## src/rtl/video_timing_pkg.sv

```systemverilog
// Shared video timing types and widths for the line timing decoder slice.
package video_timing_pkg;

    typedef enum logic [1:0] {
        SEARCH  = 2'd0,
        MEASURE = 2'd1,
        LOCKED  = 2'd2
    } ltd_state_t;

    localparam int HCNT_W = 9;
    localparam int VCNT_W = 9;

endpackage

```

## src/rtl/line_timing_decoder_if.sv

```systemverilog
// Raw horizontal timing inputs plus the decoded pixel/line outputs.
// master = timing source / consumer side, slave = decoder side.
interface line_timing_decoder_if;
    import video_timing_pkg::*;

    logic              MCKR;
    logic              HSYNC;
    logic              HBLANK_b;
    logic              pix_tick;
    logic [HCNT_W-1:0] hpos;
    logic [VCNT_W-1:0] vline;
    logic              active;
    logic              line_start;
    logic [HCNT_W-1:0] line_len;
    logic              locked;
    logic              sync_err;
    logic [HCNT_W-1:0] active_len;

    modport master (
        output MCKR, HSYNC, HBLANK_b,
        input  pix_tick, hpos, vline, active, line_start,
               line_len, locked, sync_err, active_len
    );

    modport slave (
        input  MCKR, HSYNC, HBLANK_b,
        output pix_tick, hpos, vline, active, line_start,
               line_len, locked, sync_err, active_len
    );
endinterface

```

## src/rtl/rise_detect.sv

```systemverilog
// Registered rising-edge detector: q samples d when en is high,
// rise is d high while the last sampled value was low.
module rise_detect (
    input  logic clk100,
    input  logic rst_b,
    input  logic en,
    input  logic d,
    output logic rise
);

    logic q_reg;

    // Keep the previous sampled level of d.
    always_ff @(posedge clk100 or negedge rst_b) begin
        if (!rst_b) begin
            q_reg <= 1'b0;
        end else if (en) begin
            q_reg <= d;
        end
    end

    assign rise = d & ~q_reg;

endmodule

```

## src/rtl/line_timing_decoder.sv

```systemverilog
// Horizontal line timing decoder: turns sampled MCKR/HSYNC/HBLANK_b levels
// into a pixel strobe, pixel/line position, line length and lock status.
// Optional feature macro: LINE_TIMING_ACTIVE_WIDTH_EN (active-width counter).
module line_timing_decoder
    import video_timing_pkg::*;
#(
    parameter int MAX_LEN    = 511,
    parameter int LOCK_LINES = 4
) (
    input  logic                 clk100,
    input  logic                 rst_b,
    line_timing_decoder_if.slave bus
);

    localparam int                MCNT_W     = $clog2(LOCK_LINES + 1);
    localparam logic [HCNT_W-1:0] HPOS_MAX   = HCNT_W'(MAX_LEN);
    localparam logic [HCNT_W-1:0] HPOS_LAST  = HCNT_W'(MAX_LEN - 1);
    localparam logic [MCNT_W-1:0] MATCH_LOCK = MCNT_W'(LOCK_LINES);

    ltd_state_t        state_reg, state_next;
    logic              tick, hs_rise, sync_rise;
    logic [HCNT_W-1:0] hpos_reg, line_len_reg, len_new;
    logic [VCNT_W-1:0] vline_reg;
    logic [MCNT_W-1:0] match_cnt_reg, match_cnt_next, cnt_up;
    logic              pix_tick_reg, line_start_reg, sync_err_reg, active_reg;
    logic              len_match, at_limit, measure_en, err_next;

    rise_detect u_mckr_rise (
        .clk100 (clk100),
        .rst_b  (rst_b),
        .en     (1'b1),
        .d      (bus.MCKR),
        .rise   (tick)
    );

    // HSYNC is only sampled on pixel ticks, so its edge is in pixel time.
    rise_detect u_hsync_rise (
        .clk100 (clk100),
        .rst_b  (rst_b),
        .en     (tick),
        .d      (bus.HSYNC),
        .rise   (hs_rise)
    );

    assign sync_rise = tick & hs_rise;
    assign len_new   = hpos_reg + HCNT_W'(1);
    assign len_match = (len_new == line_len_reg);
    // The next tick would land on MAX_LEN: that tick is the timeout.
    assign at_limit  = (hpos_reg >= HPOS_LAST);
    assign cnt_up    = len_match ? (match_cnt_reg + MCNT_W'(1)) : MCNT_W'(1);

    // FSM state register.
    always_ff @(posedge clk100 or negedge rst_b) begin
        if (!rst_b) begin
            state_reg <= SEARCH;
        end else begin
            state_reg <= state_next;
        end
    end

    // FSM next-state: a sync rise always beats a simultaneous timeout.
    always_comb begin
        state_next = state_reg;
        if (tick) begin
            case (state_reg)
                SEARCH: begin
                    if (hs_rise) state_next = MEASURE;
                end
                MEASURE: begin
                    if (hs_rise) begin
                        if (cnt_up == MATCH_LOCK) state_next = LOCKED;
                    end else if (at_limit) begin
                        state_next = SEARCH;
                    end
                end
                LOCKED: begin
                    if (hs_rise) begin
                        if (!len_match) state_next = MEASURE;
                    end else if (at_limit) begin
                        state_next = SEARCH;
                    end
                end
                default: state_next = SEARCH;
            endcase
        end
    end

    // FSM outputs: measurement strobe, fault strobe and match counter update.
    always_comb begin
        measure_en     = 1'b0;
        err_next       = 1'b0;
        match_cnt_next = match_cnt_reg;
        if (tick) begin
            case (state_reg)
                MEASURE: begin
                    if (hs_rise) begin
                        measure_en     = 1'b1;
                        match_cnt_next = cnt_up;
                    end else if (at_limit) begin
                        err_next       = 1'b1;
                        match_cnt_next = '0;
                    end
                end
                LOCKED: begin
                    if (hs_rise) begin
                        measure_en = 1'b1;
                        if (!len_match) begin
                            err_next       = 1'b1;
                            match_cnt_next = MCNT_W'(1);
                        end
                    end else if (at_limit) begin
                        err_next       = 1'b1;
                        match_cnt_next = '0;
                    end
                end
                default: begin
                    measure_en = 1'b0;
                end
            endcase
        end
    end

    // Single-cycle strobes, re-evaluated every clk100 cycle.
    always_ff @(posedge clk100 or negedge rst_b) begin
        if (!rst_b) begin
            pix_tick_reg   <= 1'b0;
            line_start_reg <= 1'b0;
            sync_err_reg   <= 1'b0;
        end else begin
            pix_tick_reg   <= tick;
            line_start_reg <= sync_rise;
            sync_err_reg   <= err_next;
        end
    end

    // Pixel position and active flag; hpos saturates at MAX_LEN.
    always_ff @(posedge clk100 or negedge rst_b) begin
        if (!rst_b) begin
            hpos_reg   <= '0;
            active_reg <= 1'b0;
        end else if (tick) begin
            active_reg <= bus.HBLANK_b;
            if (hs_rise) begin
                hpos_reg <= '0;
            end else if (hpos_reg != HPOS_MAX) begin
                hpos_reg <= hpos_reg + HCNT_W'(1);
            end
        end
    end

    // Line measurement: length, line count and consecutive-match count.
    always_ff @(posedge clk100 or negedge rst_b) begin
        if (!rst_b) begin
            line_len_reg  <= '0;
            vline_reg     <= '0;
            match_cnt_reg <= '0;
        end else begin
            match_cnt_reg <= match_cnt_next;
            if (measure_en) begin
                line_len_reg <= len_new;
                vline_reg    <= vline_reg + VCNT_W'(1);
            end
        end
    end

`ifdef LINE_TIMING_ACTIVE_WIDTH_EN
    logic [HCNT_W-1:0] act_cnt_reg, active_len_reg;

    // Count HBLANK_b-high ticks per line; publish and clear on each sync rise.
    always_ff @(posedge clk100 or negedge rst_b) begin
        if (!rst_b) begin
            act_cnt_reg    <= '0;
            active_len_reg <= '0;
        end else if (sync_rise) begin
            active_len_reg <= act_cnt_reg;
            act_cnt_reg    <= '0;
        end else if (tick && bus.HBLANK_b && (act_cnt_reg != '1)) begin
            act_cnt_reg <= act_cnt_reg + HCNT_W'(1);
        end
    end

    assign bus.active_len = active_len_reg;
`else
    assign bus.active_len = '0;
`endif

    assign bus.pix_tick   = pix_tick_reg;
    assign bus.hpos       = hpos_reg;
    assign bus.vline      = vline_reg;
    assign bus.active     = active_reg;
    assign bus.line_start = line_start_reg;
    assign bus.line_len   = line_len_reg;
    assign bus.locked     = (state_reg == LOCKED);
    assign bus.sync_err   = sync_err_reg;

endmodule

```

## src/flat_wrapper.sv

```systemverilog
// flat-port wrapper written by rule: the top's interface ports become plain ports
module line_timing_decoder_flat import video_timing_pkg::*;
#(
    parameter int MAX_LEN    = 511,
    parameter int LOCK_LINES = 4
)
  (clk100, rst_b, bus_MCKR, bus_HSYNC, bus_HBLANK_b, bus_pix_tick, bus_hpos, bus_vline, bus_active, bus_line_start, bus_line_len, bus_locked, bus_sync_err, bus_active_len);
  line_timing_decoder_if bus_i ();
  input  logic clk100;
  input  logic rst_b;
  input wire logic [$bits(bus_i.MCKR)-1:0] bus_MCKR;
  input wire logic [$bits(bus_i.HSYNC)-1:0] bus_HSYNC;
  input wire logic [$bits(bus_i.HBLANK_b)-1:0] bus_HBLANK_b;
  output wire logic [$bits(bus_i.pix_tick)-1:0] bus_pix_tick;
  output wire logic [$bits(bus_i.hpos)-1:0] bus_hpos;
  output wire logic [$bits(bus_i.vline)-1:0] bus_vline;
  output wire logic [$bits(bus_i.active)-1:0] bus_active;
  output wire logic [$bits(bus_i.line_start)-1:0] bus_line_start;
  output wire logic [$bits(bus_i.line_len)-1:0] bus_line_len;
  output wire logic [$bits(bus_i.locked)-1:0] bus_locked;
  output wire logic [$bits(bus_i.sync_err)-1:0] bus_sync_err;
  output wire logic [$bits(bus_i.active_len)-1:0] bus_active_len;
  assign bus_i.MCKR = bus_MCKR;
  assign bus_i.HSYNC = bus_HSYNC;
  assign bus_i.HBLANK_b = bus_HBLANK_b;
  assign bus_pix_tick = bus_i.pix_tick;
  assign bus_hpos = bus_i.hpos;
  assign bus_vline = bus_i.vline;
  assign bus_active = bus_i.active;
  assign bus_line_start = bus_i.line_start;
  assign bus_line_len = bus_i.line_len;
  assign bus_locked = bus_i.locked;
  assign bus_sync_err = bus_i.sync_err;
  assign bus_active_len = bus_i.active_len;
  line_timing_decoder #(.MAX_LEN(MAX_LEN), .LOCK_LINES(LOCK_LINES)) u_core (.clk100(clk100), .rst_b(rst_b), .bus(bus_i));
endmodule
```

## config.mk

```make
export PLATFORM = sky130hd
export DESIGN_NAME = line_timing_decoder_flat
export DESIGN_NICKNAME = d
export VERILOG_FILES = /design/src/rtl/video_timing_pkg.sv /design/src/rtl/line_timing_decoder_if.sv /design/src/rtl/rise_detect.sv /design/src/rtl/line_timing_decoder.sv /design/src/flat_wrapper.sv
export SDC_FILE = /design/constraint.sdc
export NUM_CORES = 1
export LEC_CHECK = 0
export ABC_AREA = 0
export ABC_CLOCK_PERIOD_IN_PS = 4710
export CAP_MARGIN = 20
export CORE_MARGIN = 2
export CORE_UTILIZATION = 55
export DETAILED_ROUTE_END_ITERATION = 8
export PLACE_DENSITY = 0.9
export SKIP_CTS_REPAIR_TIMING = 1
export SYNTH_ARGS = -nofsm -noshare
export SYNTH_HDL_FRONTEND = slang
export SYNTH_HIERARCHICAL = 1
export SYNTH_SLANG_ARGS = --single-unit
```

## constraint.sdc

```tcl
create_clock -name clk100 -period 4.71 [get_ports clk100]
set_input_delay 0.942 -clock clk100 [delete_from_list [all_inputs] [get_ports clk100]]
set_output_delay 0.942 -clock clk100 [all_outputs]
set_load 0.02 [all_outputs]
```

# Word-level counts from Yosys, hierarchy flattened
# Index checks and enable logic that the tools add are counted.
[word_totals]
reg_bits = 38
[classes]
n_addsub = 3
n_lt_le_gt_ge = 1
eq_ne = 8
mux = 24
n_bitwise = 5
n_reduce_logical = 7
[op_table]
columns = ["cell", "count"]
rows = [
  ["$add A9 B1 Y9 const B", 2],
  ["$mux W9", 2],
  ["$mux W3", 5],
  ["$mux W2", 6],
  ["$eq A9 B9 Y1", 1],
  ["$ge A9 B9 Y1 const B", 1],
  ["$ne A9 B9 Y1 const B", 1],
  ["$mux W1", 8],
  ["$ne A3 B3 Y1 const B", 2],
  ["$pmux W2 S3", 1],
  ["$pmux W3 S2", 1],
  ["$reduce_and A4 Y1", 1],
  ["$reduce_bool A2 Y1", 2],
  ["$add A3 B1 Y3 const B", 1],
  ["$and A1 B1 Y1", 3],
  ["$eq A3 B3 Y1 const B", 1],
  ["$reduce_and A3 Y1", 1],
  ["$eq A2 B1 Y1 const B", 1],
  ["$eq A2 B2 Y1 const B", 1],
  ["$logic_not A2 Y1", 1],
  ["$ne A2 B1 Y1 const B", 1],
  ["$not A1 Y1", 2],
  ["$pmux W1 S2", 1],
  ["$reduce_and A2 Y1", 1],
  ["$reduce_or A2 Y1", 1],
]

# Logic depth before layout (Yosys ltp)
# Gate-level depths: netlist of run 1.
[logic_depth]
depth_word = 7
depth_mapped = 12

# Hierarchy
# Netlist of run 1, hierarchy kept.
[by_module_without_submodules]
columns = ["mod", "instances", "cells_each", "area_each_um2", "seq_area_each_um2"]
rows = [
  ["line_timing_decoder", 1, 216, 2127.0, 900.9],
  ["rise_detect", 2, 3, 46.3, 25.0],
]

# Least setup slack after synthesis of run 1
# Ideal clock, no wire load.
[synth_path]
kind = "register -> register"
from = "register u_core.hpos_reg[4], in the netlist u_core/bus.hpos[4]"
to = "register u_core.state_reg[1]"
arrival_ps = 3021
required_ps = 4585
setup_slack_ps = 1564
path_stages_with_launch = 13
cell_sequence = "dfrtp_1 -> and3_1 -> buf_6 -> and4_1 -> and2_1 -> ha_1 -> xor2_1 -> nor3_1 -> o2111ai_2 -> nor4b_4 -> a21oi_2 -> a2111oi_4 -> mux2_4"
[synth_via]
elab_chain_len = 6
elab_cells_between_ends = 12
[synth_rtl]
columns = ["element", "line_no", "source"]
rows = [
  ["start: declaration", "line_timing_decoder.sv:22", "logic [HCNT_W-1:0] hpos_reg, line_len_reg, len_new;"],
  ["start signal: assignment", "line_timing_decoder.sv:146", "hpos_reg <= hpos_reg + HCNT_W'(1);"],
  ["$add A9 B1 Y9 (*)", "line_timing_decoder.sv:46", "assign len_new = hpos_reg + HCNT_W'(1);"],
  ["via u_core.len_new[8]", "line_timing_decoder.sv:22", ""],
  ["$eq A9 B9 Y1 (*)", "line_timing_decoder.sv:47", "assign len_match = (len_new == line_len_reg);"],
  ["$mux W3", "line_timing_decoder.sv:50", "assign cnt_up = len_match ? (match_cnt_reg + MCNT_W'(1)) : MCNT_W'(1);"],
  ["$eq A3 B3 Y1", "line_timing_decoder.sv:71", "if (cnt_up == MATCH_LOCK) state_next = LOCKED;"],
  ["$ne A3 B3 Y1 (no line)", "-", ""],
  ["$reduce_and A4 Y1 (no line) (*)", "-", ""],
  ["end signal: assignment", "line_timing_decoder.sv:57", "state_reg <= state_next;"],
  ["end: declaration", "line_timing_decoder.sv:20", "ltd_state_t state_reg, state_next;"],
]
# The timed path passes the listed nets; every way through them passes the cells marked *.
# A chain may end at the register's enable or synchronous reset.

# Final worst setup path of run 1
# Ends and elaborated chain as after synthesis.

==> flow_summary.json, run 1 <==
{
  "crit_fanout": 6,
  "pwr-share-seq_pct": 39.7,
  "cp-end-kind": "flip-flop",
  "place_hpwl_mm": 3.34,
  "antennaDiodeCount": 0,
  "whs_path_depth": 1,
  "status": "completed",
  "fmax_mhz": 302,
  "pwr-share-comb_pct": 43.8,
  "hold_class": "reg2reg",
  "worstMarginPinSlew_ns": 0.837,
  "synthesis.instances": 222,
  "drt_wl_total_mm": 4.74,
  "hold_viol": 0,
  "areaGrowthSynthToFinish_pct": 19.3,
  "drt-initial-drc-count": 122,
  "setup_viol": 0,
  "track_usage_pct": 23.1,
  "clk_latency_ns": 0.29,
  "r2r_cells": 11,
  "die_area_sq_um": 4560,
  "min_period_ns": 3.31,
  "setup_tns_ns": 0,
  "synth_adder_area_share_pct": 5.07,
  "clk_pin_slew_worst_paths_ns": 0.07,
  "clock_path_buffers": 2,
  "final_common_cell": "dfrtp_1",
  "post_dp_cell_area_sq_um": 2570,
  "h-tree-depth": 2,
  "drc": 0,
  "rsz0062_at_grt": "no",
  "fin_area_sq_um": 2650,
  "vias": 1716,
  "crit_slowest_cell": "nor4b_4",
  "p_sw_uw": 507,
  "crit_path_start_kind": "flip-flop",
  "synth_cell_types": 48,
  "ys_ff_latch": 38,
  "cpPeakStageDelay_ns": 0.47,
  "maxCapViolations": 0,
  "synth_top_family_by_area": "simple AND/OR/NAND/NOR gates",
  "drv_slew": 0,
  "cts_buffers": 5,
  "die_y_microns": 67.5,
  "clockRootBuffer": "clkbuf_8",
  "ant_nets": 0,
  "nets": 271,
  "crit_chain": "and3_1, and4_1, and2_1, ha_1, xor2_1, nor3_1, o2111ai_2, nor4b_4, a21oi_2, a2111oi_4, mux2_4",
  "vdd_drop_max_v": 0.000278,
  "synth_compound_area_share_pct": 15.2,
  "syn-cell-area_sq_um": 2220,
  "p_leak_uw": 0.00115,
  "start_util_pct": 56.3,
  "finalPower_uw": 1260,
  "ys_warn_count": 6,
  "intPower_uw": 756,
  "gp_congestion": 0.911,
  "crit_type": "reg2reg",
  "die_width_microns": 67.5,
  "firstDrtPassIters": 4,
  "pwr-share-clk_pct": 16.5,
  "synth.area.mux_share_pct": 3.44,
  "grt-ovfl-total": 0,
  "synth_xor_area_share_pct": 11.2,
  "power.density_nw_per_um2": 477,
  "grt_pass1_vias": 1578,
  "drt-wirelength-per-cell_microns": 15.4,
  "core_sq_um": 3940,
  "fp-row-count": 23,
  "final_cell_mix": "38 x dfrtp_1, 35 x clkdlybuf4s50_1, 25 x nand2_1, 16 x xnor2_1",
  "crit_arrival_ns": 3.49,
  "portBuffers": 36,
  "tritoncts": "yes",
  "boundaryPins": 46,
  "synth_area_per_cell_sq_um": 10.0,
  "p_sw_share_pct": 40.2,
  "via_per_inst": 5.59,
  "fill_cells": 321,
  "period_share_pct": 70.4,
  "yosys.area_share.simple_pct": 15.6,
  "antenna_found_initial": 0,
  "grt_max_degree": 39,
  "drive_gt1_share_pct": 9.73,
  "grt_pass1_wl_mm": 7.62,
  "cp_data_required_time_ns": 4.89,
  "clock_skew_ns": 0.00484,
  "yosysSeqAreaShare_pct": 42.8,
  "cts_sinks": 38,
  "relSlewSlack_pct": 44.2
}
==> final timing paths <==
| path | end | slack, ns | startpoint |
|---|---|---|---|
| hold reg to reg | u_core/bus.vline[8]$_DFFE_PN0P_ | 0.48 | u_core/bus.vline[8]$_DFFE_PN0P_ |
| setup reg to reg | u_core/state_reg[1]$_DFFE_PN0P_ | 1.40 | u_core/bus.hpos[4]$_DFFE_PN0P_ |
| min in group asynchronous | u_core/bus.vline[5]$_DFFE_PN0P_ | 0.75 | rst_b |
| hold / removal | u_core/bus.vline[8]$_DFFE_PN0P_ | 0.48 | u_core/bus.vline[8]$_DFFE_PN0P_ |
| max in group asynchronous | u_core/bus.pix_tick$_DFF_PN0_ | 3.43 | rst_b |
| setup / recovery | u_core/state_reg[1]$_DFFE_PN0P_ | 1.40 | u_core/bus.hpos[4]$_DFFE_PN0P_ |
==> routing by layer <==
layer	vias to the layer above	wire length, microns	global-route usage (%)
met2	56	2290	35.5
met5	-	0	0
met1	837	2090	31.5
met4	0	85	8.42
li1	814	-	-
met3	9	269	5.83
==> power groups by stage <==
stage          Sequential, uW  Clock (uW)  Combinational, uW
2_1_floorplan             546           0                306
3_3_place_gp              501           0                535
3_5_place_dp              506           0                547
4_1_cts                   501         216                553
5_1_grt                   513         230                603
6_report                  501         209                553
==> cell usage after synthesis, drive strengths merged <==
cell type,n,area share [%]
a22o,2,0.79
nand2,25,4.2
clkbuf,7,1.2
o2111ai,1,0.68
a21o,1,0.34
o211ai,1,0.34
xnor2,17,7.0
buf,11,3.9
ha,9,5.1
o31ai,7,2.6
nand3,6,1.4
o22ai,1,0.28
xor2,7,3.1
dfrtp,38,43
a31oi,1,0.28
xor3,1,1.1
and4,1,0.39
a311oi,1,0.39
and3,6,1.9
nor2b,2,0.56
nand4,4,1.1
o21a,1,0.34
inv,7,1.2
and2,3,0.96
conb,2,0.34
o21ai,15,3.4
o21bai,1,0.34
a211oi,2,0.90
nor3,4,0.90
nor3b,1,0.34
nor2,13,2.2
mux2,4,2.5
a2111oi,1,1.2
a21oi,14,3.3
nor4b,1,1.1
mux2i,2,0.90
nand2b,2,0.56
==> per-stage QoR <==
stage                     hold slack (ns)  std cells  util [%]  worst slack (ns)
after global routing                0.496        307      67.2              1.22
final                               0.479        307      67.2              1.40
after detailed placement            0.468        300      65.2              1.47
after floorplan                     0.450        230         -              1.56
after global placement              0.459        300      65.2              1.51
after CTS                           0.478        307      67.2              1.42
==> final cells by class <==
class / count / area [sq um] / share of cell area [%]
Multi-Input combinational cell: 167 / 1160 / 43.8
Sequential cell: 38 / 951 / 35.9
Timing Repair Buffer: 38 / 370 / 14.0
Clock buffer: 5 / 68.8 / 2.60
Tap cell: 50 / 62.6 / 2.36
Inverter: 7 / 26.3 / 0.992
Clock inverter: 2 / 10.0 / 0.378
==> kinds of logic after synthesis <==
family / count (synthesis)
AO/OA/AOI/OAI: 49
XOR/XNOR: 25
adder cells (fa/ha/maj): 9
buffers and inverters: 25
flip-flops: 38
multiplexers: 6
other: 2
AND/OR/NAND/NOR: 68
==> critical path, delay by kind of cell, from the launching register on <==
kind	cells	cell delay (ns)
adders and majority gates	1	0.32
AOI/OAI and AO/OA	3	0.56
and+or+nand+nor	5	1.36
muxes	1	0.33
xor gates and xnor gates	1	0.19
DFF	1	0.46
No activity file was read; power rests on OpenSTA's default activity.
==> inputs of run 2 (changes only) <==
Settings changed: ABC_CLOCK_PERIOD_IN_PS 4710 to 3200, CORE_UTILIZATION 55 to 51, PLACE_DENSITY 0.9 to 0.85.
Clock period 4.71 ns to 3.2 ns, I/O delays scaled along.
==> run 2 against run 1 <==
  * Sequential share of layout area down 1.2 points
  * Largest cell class unchanged
  * Final area up 3.6%
  * Largest power group unchanged
  * Routed wire length up 3.8%
==> flow_summary.json, run 2 (synthesis results as in run 1) <==
{
  "status": "completed",
  "relSlewSlack_pct": 43.7,
  "grt_pass1_vias": 1672,
  "drive_gt1_share_pct": 12.8,
  "start_util_pct": 54.3,
  "grt-ovfl-total": 0,
  "gp_congestion": 0.904,
  "clk_pin_slew_worst_paths_ns": 0.08,
  "whs_ns": 0.454,
  "maxCapViolations": 0,
  "cpPeakStageDelay_ns": 0.38,
  "grt_pass1_wl_mm": 8.45,
  "cp_data_required_time_ns": 3.38,
  "final_common_cell": "dfrtp_1",
  "rsz0062_at_grt": "no",
  "crit_fanout": 6,
  "fill_cells": 308,
  "drt-wirelength-per-cell_microns": 15.6,
  "min_period_ns": 2.99,
  "crit_arrival_ns": 3.17,
  "die_area_sq_um": 4900,
  "hold_class": "in2async",
  "grt_max_degree": 39,
  "worstMarginPinSlew_ns": 0.844,
  "clockRootBuffer": "clkbuf_8",
  "final_cell_mix": "38 x dfrtp_1, 35 x clkdlybuf4s50_1, 25 x nand2_1, 16 x xnor2_1",
  "drt-initial-drc-count": 140,
  "crit_slowest_cell": "dfrtp_1",
  "clock_path_buffers": 2,
  "firstDrtPassIters": 5,
  "ant_nets": 0,
  "r2r_cells": 11,
  "layout_setup_ws_ns": 0.209,
  "cp-end-kind": "flip-flop",
  "pre_cts_ws_ns": 0.258,
  "die_width_microns": 70.0,
  "p_leak_uw": 0.00120,
  "hold_viol": 0,
  "fp-row-count": 23,
  "vias": 1758,
  "antenna_found_initial": 0,
  "core_sq_um": 4090,
  "drc": 0,
  "tritoncts": "yes",
  "crit_chain": "and3_1, and4_1, and2_1, ha_1, xor2_1, nor3_1, o2111ai_2, nor4b_4, a21oi_2, a2111oi_4, mux2_4",
  "drt_wl_total_mm": 4.92,
  "final_core_util_pct": 67.1,
  "clk_latency_ns": 0.29,
  "power.density_nw_per_um2": 726,
  "portBuffers": 36,
  "crit_type": "reg2reg",
  "nets": 279,
  "rrSetupSlack_ns": 0.21,
  "h-tree-depth": 2,
  "cts_sinks": 38,
  "period_share_pct": 93.5,
  "vdd_drop_max_v": 0.000609,
  "crit_path_start_kind": "flip-flop",
  "drv_slew": 0,
  "die_y_microns": 70.0,
  "via_per_inst": 5.56,
  "clock_skew_ns": 0.00698,
  "cts_buffers": 5,
  "place_hpwl_mm": 3.41,
  "r2r_start": "u_core/bus.hpos[4]$_DFFE_PN0P_",
  "boundaryPins": 46,
  "reg2reg_to": "u_core/state_reg[1]$_DFFE_PN0P_",
  "fmax_mhz": 334,
  "setup_viol": 0,
  "setup_tns_ns": 0,
  "areaGrowthSynthToFinish_pct": 23.6,
  "track_usage_pct": 21.8,
  "antennaDiodeCount": 0
}
run 2: cell count changes in the layout (fill, tap and decap cells not counted):
cell,previous run,this run
clkinvlp_4,0,2
clkinv_2,2,0
bufinv_16,0,1
buf_4,2,10
run 2: per-stage QoR:
step	power, uW	cell area [sq um]	cells
3_5_place_dp	1580	2630	308
4_1_cts	2000	2740	316
5_1_grt	2120	2740	316
6_report	1990	2740	316
3_3_place_gp	1560	2630	308
2_1_floorplan	1250	2250	230
run 2: layout make-up:
type | instances | area (sq um) | area share [%]
Multi-Input combinational cell | 167 | 1160 | 42.3
Sequential cell | 38 | 951 | 34.7
Timing Repair Buffer | 46 | 430 | 15.7
Clock buffer | 5 | 68.8 | 2.51
Tap cell | 50 | 62.6 | 2.28
Clock inverter | 3 | 45.0 | 1.64
Inverter | 7 | 26.3 | 0.958
run 2: routing by layer:
layer / share of wire, % / GRT usage, %
met5: 0 / 0
met4: 1.6 / 6.41
met3: 6.9 / 5.05
met2: 47 / 34.4
met1: 44 / 30.0
run 2: power breakdown:
group | switching [uW] | total (uW) | internal, uW | leakage, uW
Sequential | 112 | 697 | 585 | 0.000498
Clock | 178 | 410 | 232 | 0.0000504
Combinational | 479 | 885 | 406 | 0.000653
Total | 769 | 1990 | 1220 | 0.00120
run 2: worst max path at each step:
| stage | from | end | slack (ns) | cells past startpoint |
|---|---|---|---|---|
| after floorplan | u_core/bus.hpos[4]$_DFFE_PN0P_ | u_core/state_reg[1]$_DFFE_PN0P_ | 0.05 | 12 |
| after global placement | u_core/bus.hpos[4]$_DFFE_PN0P_ | u_core/state_reg[1]$_DFFE_PN0P_ | 0.31 | 11 |
| after detailed placement | u_core/bus.hpos[4]$_DFFE_PN0P_ | u_core/state_reg[1]$_DFFE_PN0P_ | 0.26 | 11 |
| after CTS | u_core/bus.hpos[4]$_DFFE_PN0P_ | u_core/state_reg[1]$_DFFE_PN0P_ | 0.21 | 11 |
| after global routing | u_core/bus.hpos[4]$_DFFE_PN0P_ | u_core/state_reg[1]$_DFFE_PN0P_ | 0.09 | 11 |
| final | u_core/bus.hpos[4]$_DFFE_PN0P_ | u_core/state_reg[1]$_DFFE_PN0P_ | 0.21 | 11 |
run 2: critical path, delay by kind of cell, from the launching register on:
family	cells	cell delay, ns
fa+ha+maj	1	0.32
xor+xnor	1	0.17
flops	1	0.38
simple gates	5	1.14
mux	1	0.33
compound gates	3	0.53
==> inputs of run 3 (changes only) <==
Settings changed: CAP_MARGIN 20 to 10, CORE_MARGIN 2 to 10, CORE_UTILIZATION 51 to 53, CTS_BUF_LIST from default to sky130_fd_sc_hd__clkbuf_8, PLACE_DENSITY 0.85 to 0.87.
==> run 3 against run 2 <==
  * Die area rose by 47%
  * Non-clock buffer count increased by 2
  * Sequential cell count unchanged
  * Combinational power is 3.1% higher
  * Routed wire length up 11%
  * Power is 0.84% higher
  * Register-to-register slack barely moved
  * Clock-buffer cell count is the same
  * Critical path type unchanged
  * Critical endpoint unchanged
==> flow_summary.json, run 3 (synthesis results as in run 1) <==
{
  "crit_chain": "and3_1, and4_1, and2_1, ha_1, xor2_1, nor3_2, o2111ai_2, nor4b_4, a21oi_2, a2111oi_4, mux2_4",
  "pwr-share-clk_pct": 19.9,
  "ant_nets": 0,
  "start_util_pct": 55.1,
  "clockRootBuffer": "clkbuf_8",
  "layout_setup_ws_ns": 0.213,
  "vdd_drop_max_v": 0.000404,
  "p_sw_share_pct": 38.8,
  "crit_path_start_kind": "flip-flop",
  "drt-initial-drc-count": 226,
  "cpPeakStageDelay_ns": 0.38,
  "relSlewSlack_pct": 44.0,
  "die_area_sq_um": 7180,
  "final_cell_mix": "38 x dfrtp_1, 35 x clkdlybuf4s50_1, 25 x nand2_1, 16 x xnor2_1",
  "grt_pass1_vias": 1781,
  "crit_fanout": 6,
  "grt_max_degree": 39,
  "reg2reg_to": "u_core/state_reg[1]$_DFFE_PN0P_",
  "crit_slowest_cell": "dfrtp_1",
  "rsz0062_at_grt": "no",
  "cp-end-kind": "flip-flop",
  "final_common_cell": "dfrtp_1",
  "antennaDiodeCount": 0,
  "power.density_nw_per_um2": 728,
  "worstMarginPinSlew_ns": 0.840,
  "post_dp_cell_area_sq_um": 2640,
  "status": "completed",
  "gp_congestion": 0.948,
  "core_sq_um": 4030,
  "portBuffers": 36,
  "p_leak_uw": 0.00122,
  "clk_latency_ns": 0.29,
  "vias": 1773,
  "place_hpwl_mm": 4.09,
  "crit_type": "reg2reg",
  "pwr-share-seq_pct": 34.7,
  "maxCapViolations": 0,
  "hold_viol": 0,
  "track_usage_pct": 15.3,
  "cts_sinks": 38,
  "drv_slew": 0,
  "areaGrowthSynthToFinish_pct": 24.3,
  "h-tree-depth": 2,
  "min_period_ns": 2.99,
  "period_share_pct": 93.3,
  "setup_viol": 0,
  "grt_pass1_wl_mm": 8.89,
  "p_sw_uw": 779,
  "die_y_microns": 84.7,
  "antenna_found_initial": 0,
  "setup_tns_ns": 0,
  "fmax_mhz": 335,
  "nets": 281,
  "rrSetupSlack_ns": 0.21,
  "clock_path_buffers": 2,
  "boundaryPins": 46,
  "pwr-share-comb_pct": 45.4,
  "clk_pin_slew_worst_paths_ns": 0.07,
  "firstDrtPassIters": 4,
  "finalPower_uw": 2010,
  "via_per_inst": 5.58,
  "hold_class": "in2async",
  "die_width_microns": 84.7,
  "crit_arrival_ns": 3.17,
  "drt_wl_total_mm": 5.44,
  "r2r_cells": 11,
  "drc": 0,
  "clock_skew_ns": 0.00485,
  "cts_buffers": 5,
  "pre_cts_ws_ns": 0.193,
  "r2r_start": "u_core/bus.hpos[4]$_DFFE_PN0P_",
  "fin_area_sq_um": 2760,
  "fp-row-count": 23,
  "drive_gt1_share_pct": 13.8,
  "cp_data_required_time_ns": 3.38,
  "tritoncts": "yes",
  "drt-wirelength-per-cell_microns": 17.1,
  "grt-ovfl-total": 0,
  "intPower_uw": 1230
}
==> run 3: changes by cell type in the layout (fill, tap and decap cells not counted), sizes merged <==
cell | before | now
clkinvlp | 2 | 0
buf | 11 | 13
clkinv | 0 | 2
==> run 3: final cells by class <==
class	instances	area, sq um
clock buffer	5	68.8
clock inverter	3	40.0
fill	327	1270
inverter	7	26.3
multi-input combinational	167	1160
sequential	38	951
tap	50	62.6
timing repair buffer	48	445
==> run 3: critical path, delay by kind of cell, from the launching register on <==
kind                       cells  cell delay, ns
AOI/OAI and AO/OA              3            0.61
xor gates and xnor gates       1            0.18
adders and majority gates      1            0.32
DFF                            1            0.38
muxes                          1            0.33
and+or+nand+nor                5            1.06
==> run 3: per-layer routing <==
metal	GRT usage, %	share of wire, %	vias to the layer above
met5	0	0	-
met4	6.89	2.6	0
met3	4.73	7.7	13
met2	25.4	49	64
met1	17.7	40	860
li1	-	-	836
==> run 3: worst max-delay path by stage <==
stage,startpoint,end,slack (ns)
after global placement,u_core/bus.hpos[4]$_DFFE_PN0P_,u_core/state_reg[1]$_DFFE_PN0P_,0.29
after floorplan,u_core/bus.hpos[4]$_DFFE_PN0P_,u_core/state_reg[1]$_DFFE_PN0P_,0.05
after global routing,u_core/bus.hpos[4]$_DFFE_PN0P_,u_core/state_reg[1]$_DFFE_PN0P_,0.04
after detailed placement,u_core/bus.hpos[4]$_DFFE_PN0P_,u_core/state_reg[1]$_DFFE_PN0P_,0.19
final,u_core/bus.hpos[4]$_DFFE_PN0P_,u_core/state_reg[1]$_DFFE_PN0P_,0.21
after CTS,u_core/bus.hpos[4]$_DFFE_PN0P_,u_core/state_reg[1]$_DFFE_PN0P_,0.18
==> run 3: metrics by stage <==
stage          util [%]  cells  hold slack [ns]
5_1_grt            68.5    318            0.518
3_3_place_gp       65.5    309            0.461
4_1_cts            68.2    317            0.471
2_1_floorplan         -    230            0.344
6_report           68.5    318            0.447
3_5_place_dp       65.5    309            0.479
==> run 3: power by group through the flow <==
stage               combinational [uW]  clock (uW)  sequential, uW
floorplan                          451           0             803
global placement                   867           0             698
detailed placement                 894           0             703
CTS                                900         409             697
global route                       977         430             713
finish                             912         400             696
